**src/rtl/mips_extend_unit.sv**
```systemverilog
// Buffered MIPS operand-extension stage: imm SEXT/ZEXT/LUI, load lane extract, result FIFO.
// Optional MIPS_EXT_BYPASS_EN: zero-latency pass-through when the FIFO is empty.
module mips_extend_unit #(
    parameter int IN_W  = 16,
    parameter int OUT_W = 32,
    parameter int DEPTH = 2,
    localparam int BW   = $clog2(OUT_W / 8),
    localparam int AW   = $clog2(DEPTH),
    localparam int CW   = $clog2(DEPTH) + 1
) (
    input  logic             clk,
    input  logic             rst,
    input  logic             in_valid,
    output logic             in_ready,
    input  logic [2:0]       mode,
    input  logic [BW-1:0]    byte_off,
    input  logic [OUT_W-1:0] data_in,
    output logic             out_valid,
    input  logic             out_ready,
    output logic [OUT_W-1:0] data_out,
    output logic             misalign,
    output logic [CW-1:0]    count
);

    logic [OUT_W:0]   mem_q [DEPTH];
    logic [AW-1:0]    wr_ptr_q, wr_ptr_d;
    logic [AW-1:0]    rd_ptr_q, rd_ptr_d;
    logic [CW-1:0]    count_q, count_d;

    logic [IN_W-1:0]  imm;
    logic [7:0]       byte_v;
    logic [15:0]      half_v;
    logic [OUT_W-1:0] res;
    logic             res_mis;
    logic             empty, full, push, pop;

    always_comb begin
        imm     = data_in[IN_W-1:0];
        byte_v  = data_in[{byte_off, 3'b000} +: 8];
        half_v  = data_in[{byte_off[BW-1:1], 4'b0000} +: 16];
        res     = '0;
        res_mis = 1'b0;
        unique case (mode)
            3'd0: res = {{(OUT_W-IN_W){imm[IN_W-1]}}, imm};
            3'd1: res = {{(OUT_W-IN_W){1'b0}}, imm};
            3'd2: res = {imm, {(OUT_W-IN_W){1'b0}}};
            3'd3: res = {{(OUT_W-8){byte_v[7]}}, byte_v};
            3'd4: res = {{(OUT_W-8){1'b0}}, byte_v};
            3'd5: begin
                if (byte_off[0]) res_mis = 1'b1;
                else res = {{(OUT_W-16){half_v[15]}}, half_v};
            end
            3'd6: begin
                if (byte_off[0]) res_mis = 1'b1;
                else res = {{(OUT_W-16){1'b0}}, half_v};
            end
            3'd7: res = data_in;
        endcase
    end

    assign empty    = (count_q == '0);
    assign full     = (count_q == CW'(DEPTH));
    assign in_ready = !full;
    assign count    = count_q;

`ifdef MIPS_EXT_BYPASS_EN
    // Empty FIFO: the live request is presented directly and skips storage if taken.
    logic byp;
    assign byp       = empty && in_valid;
    assign out_valid = !empty || byp;
    assign push      = in_valid && in_ready && !(byp && out_ready);
    assign data_out  = !empty ? mem_q[rd_ptr_q][OUT_W-1:0] : (byp ? res : '0);
    assign misalign  = !empty ? mem_q[rd_ptr_q][OUT_W] : (byp && res_mis);
`else
    assign out_valid = !empty;
    assign push      = in_valid && in_ready;
    assign data_out  = !empty ? mem_q[rd_ptr_q][OUT_W-1:0] : '0;
    assign misalign  = !empty && mem_q[rd_ptr_q][OUT_W];
`endif

    assign pop = !empty && out_ready;

    always_comb begin
        wr_ptr_d = push ? wr_ptr_q + 1'b1 : wr_ptr_q;
        rd_ptr_d = pop ? rd_ptr_q + 1'b1 : rd_ptr_q;
        count_d  = count_q;
        unique case ({push, pop})
            2'b10:   count_d = count_q + 1'b1;
            2'b01:   count_d = count_q - 1'b1;
            default: count_d = count_q;
        endcase
    end

    always_ff @(posedge clk or negedge rst) begin
        if (!rst) begin
            wr_ptr_q <= '0;
            rd_ptr_q <= '0;
            count_q  <= '0;
            for (int i = 0; i < DEPTH; i++) mem_q[i] <= '0;
        end else begin
            wr_ptr_q <= wr_ptr_d;
            rd_ptr_q <= rd_ptr_d;
            count_q  <= count_d;
            if (push) mem_q[wr_ptr_q] <= {res_mis, res};
        end
    end

endmodule

```
**config.mk**
```make
export PLATFORM = sky130hd
export DESIGN_NAME = mips_extend_unit
export DESIGN_NICKNAME = d
export VERILOG_FILES = /design/src/rtl/mips_extend_unit.sv
export SDC_FILE = /design/constraint.sdc
export NUM_CORES = 1
export LEC_CHECK = 0
export ABC_AREA = 1
export BUFFER_PORTS_ARGS = -buffer_cell sky130_fd_sc_hd__buf_2
export CAP_MARGIN = 40
export CORE_MARGIN = 2
export CORE_UTILIZATION = 50
export CTS_BUF_LIST = sky130_fd_sc_hd__clkbuf_16
export CTS_CLUSTER_DIAMETER = 100
export DETAILED_ROUTE_END_ITERATION = 10
export PLACE_DENSITY = 0.81
export SYNTH_ARGS = -nofsm -noshare
export SYNTH_HDL_FRONTEND = slang
export SYNTH_SLANG_ARGS = --single-unit
```
**constraint.sdc**
```tcl
create_clock -name clk -period 1.9 [get_ports clk]
set_input_delay 0.095 -clock clk [delete_from_list [all_inputs] [get_ports clk]]
set_output_delay 0.095 -clock clk [all_outputs]
set_load 0.02 [all_outputs]
```
==> results.ini <==
[outcome]
status = finished clean

[worst_setup_path]
end_kind = output pin
critPathLaunchType = flop
arrival_ps = 1610
worstPathRequired_ps = 1800
criticalPathCategory = flop to output pin
regToRegSetupSlack_ps = 310
r2r-start = count[0]$_DFFE_PN0P_
cp_max_fo = 33
r2r_end = count[1]$_DFFE_PN0P_
worst_r2r_path_depth = 7

[synth]
synth_warnings = 0
syn_inst = 641
synth_area_sq_um = 4200
synth_cell_types = 29
synth.avg_cell_area_sq_um = 6.55
synth_seq_area_share_pct = 41.7
syn_nets = 683
synth_seq_cells = 70

[sta]
skew_ps = 5.93
worst_slew_pin_slew_ps = 656
min_period_ps = 1700
rsz0062_at_grt = no
period_share_pct = 89.7
setup_violations = 0
fmax_mhz = 587
tns_ps = 0
holdWs_ps = 92.6
hold_violations = 0
finalMaxSlewViolations = 0
slew_headroom_pct = 56.3

[route]
wl_per_cell_um = 15.5
routed_wl_mm = 12.8
drc_errors = 0
viasPerCell = 5.53
vias = 4576
first_iter_violations = 454
postRouteAntennaNets = 0
firstDrtPassIters = 7

[global_route]
grt_max_degree = 46
grt_pass1_wl_mm = 20.8
grt_usage_pct = 29.9
grt_overflow = 0
antenna_found_initial = 0
first_global_vias = 4264

[hold_path]
holdPathEnd = mem_q[38]$_DFFE_PN0P_
worstHoldStart = data_in[5]
hp-class = input port to flop
hold_path_depth = 5

[cts]
cts-buffers-inserted = 9
clkTransAtPathRegs_ps = 60
clk_latency_ps = 340
cts_htree_levels = 3
ctsLongestPathBuffers = 2
cts_tree = built
clock_sinks = 70
root_buffer = clkbuf_16

[final_layout]
layout-drive-gt1-share_pct = 18.1
final_nets = 759
diodes = 0
syn_to_final_growth_pct = 20.6
fillers = 738

[power_and_ir_drop]
vdd_drop_max_uv = 593
power_density_nw_per_um2 = 1570
leakagePower_nw = 2.89

[floorplan]
die_area_sq_um = 9140
io_pins = 78
row_count = 33
die_w_um = 95.6
die_y_um = 95.6
fp.coreArea_sq_um = 8180
initial_core_util_pct = 51.3

[placed_design]
gpl.final_weighted_congestion = 0.973
post-dp-hpwl_mm = 9.04
portBuffers = 77

[job]
maxCapViolCount = 0

## cells in the mapped netlist, drive strengths merged
| cell type | count | area share (%) |
|---|---|---|
| xor2 | 1 | 0.21 |
| and2 | 1 | 0.15 |
| nand3 | 44 | 6.3 |
| inv | 26 | 2.3 |
| o21ai | 16 | 2.0 |
| buf | 17 | 2.7 |
| nand3b | 1 | 0.18 |
| nand4 | 1 | 0.15 |
| nand2 | 370 | 33 |
| nor3 | 2 | 0.51 |
| clkbuf | 14 | 1.3 |
| nor2 | 32 | 3.2 |
| clkinv | 1 | 0.089 |
| dfrtp | 70 | 42 |
| o22ai | 1 | 0.15 |
| xnor2 | 2 | 0.42 |
| ha | 1 | 0.30 |
| a21oi | 39 | 4.7 |
| o211ai | 2 | 0.36 |
## layer usage
metal	share of wire, %	track usage, %	vias up
li1	-	-	2141
met1	41	40.2	2135
met2	47	46.9	266
met3	9.9	7.59	34
met4	2.5	10.1	0
met5	0	0	-
## layout make-up
cell class	count	area (sq um)	area share, %
inverters	27	101	2.00
flip-flops and latches	70	1750	34.6
well taps	105	131	2.60
multi-input cells	513	2180	43.1
clock inverters	7	87.6	1.73
repair buffers	96	584	11.5
clock buffers	9	225	4.45
## cells by family (layout without fill, tap and decap cells)
kind of cell / count (synthesis) / count (layout) / share of synthesized area (%)
AO/OA/AOI/OAI: 58 / 58 / 7.16
XOR/XNOR: 3 / 3 / 0.626
adder cells (fa/ha/maj): 1 / 1 / 0.298
buffers and inverters: 58 / 139 / 6.38
flip-flops: 70 / 70 / 41.7
AND/OR/NAND/NOR: 451 / 451 / 43.8
## power by group
part / switching (W) / internal, W / leakage, nW
clock network: 0.000649 / 0.00114 / 0.149
registers: 0.000403 / 0.00219 / 0.905
logic: 0.00240 / 0.00119 / 1.84
total: 0.00345 / 0.00451 / 2.89
## worst max-delay path by stage
stage                         startpoint  slack, ps                    end  cells after the start
detailed placement  count[0]$_DFFE_PN0P_        320   count[1]$_DFFE_PN0P_                      7
global placement             byte_off[0]        420  mem_q[61]$_DFFE_PN0P_                     11
finish              count[0]$_DFFE_PN0P_        200               misalign                      6
floorplan           count[0]$_DFFE_PN0P_        180   count[1]$_DFFE_PN0P_                      7
CTS                 count[0]$_DFFE_PN0P_        120               misalign                      6
global route        count[0]$_DFFE_PN0P_         70               misalign                      6
## layout by cell type, fill, tap and decap left out, types with 2 or more instances in the layout
cell / n
nand2_1: 367
buf_2: 77
dfrtp_1: 70
a21oi_1: 39
nand3_1: 35
nor2_1: 27
inv_1: 22
o21ai_0: 15
buf_4: 13
nand3_2: 9
clkbuf_16: 9
nor2_2: 4
inv_2: 4
clkinv_1: 4
buf_12: 4
nand2_2: 3
o211ai_1: 2
xnor2_1: 2
bufinv_16: 2
## flip-flops by register name (all words and copies together), names as in the netlist
name and flops:
mem_q 66, count 2, wr_ptr_q 1, rd_ptr_q 1
## critical path: stages, from the launching register on
cell,delay [ps]
dfrtp_1,440
nor2_2,170
buf_6,290
inv_1,80
o21ai_0,80
a21oi_1,60
buf_2,170
## metrics by stage
stage	power [W]	instance area [sq um]	worst slack [ps]	utilization [%]	std cells
5_1_grt	0.00850	5060	70.4	61.9	827
2_1_floorplan	0.00491	4200	184	-	641
6_report	0.00796	5060	195	61.9	827
3_3_place_gp	0.00601	4730	417	57.9	810
3_5_place_dp	0.00613	4730	322	57.9	810
4_1_cts	0.00793	5060	121	61.9	827
## timing repair
item | CTS | global route
hold buffers | 1 | 0
setup endpoints to repair | 0 | 1
gates resized for setup | 0 | 1
buffers inserted | 0 | 0
hold endpoints to repair | 25 | 0
No activity file was read; power rests on OpenSTA's default activity.
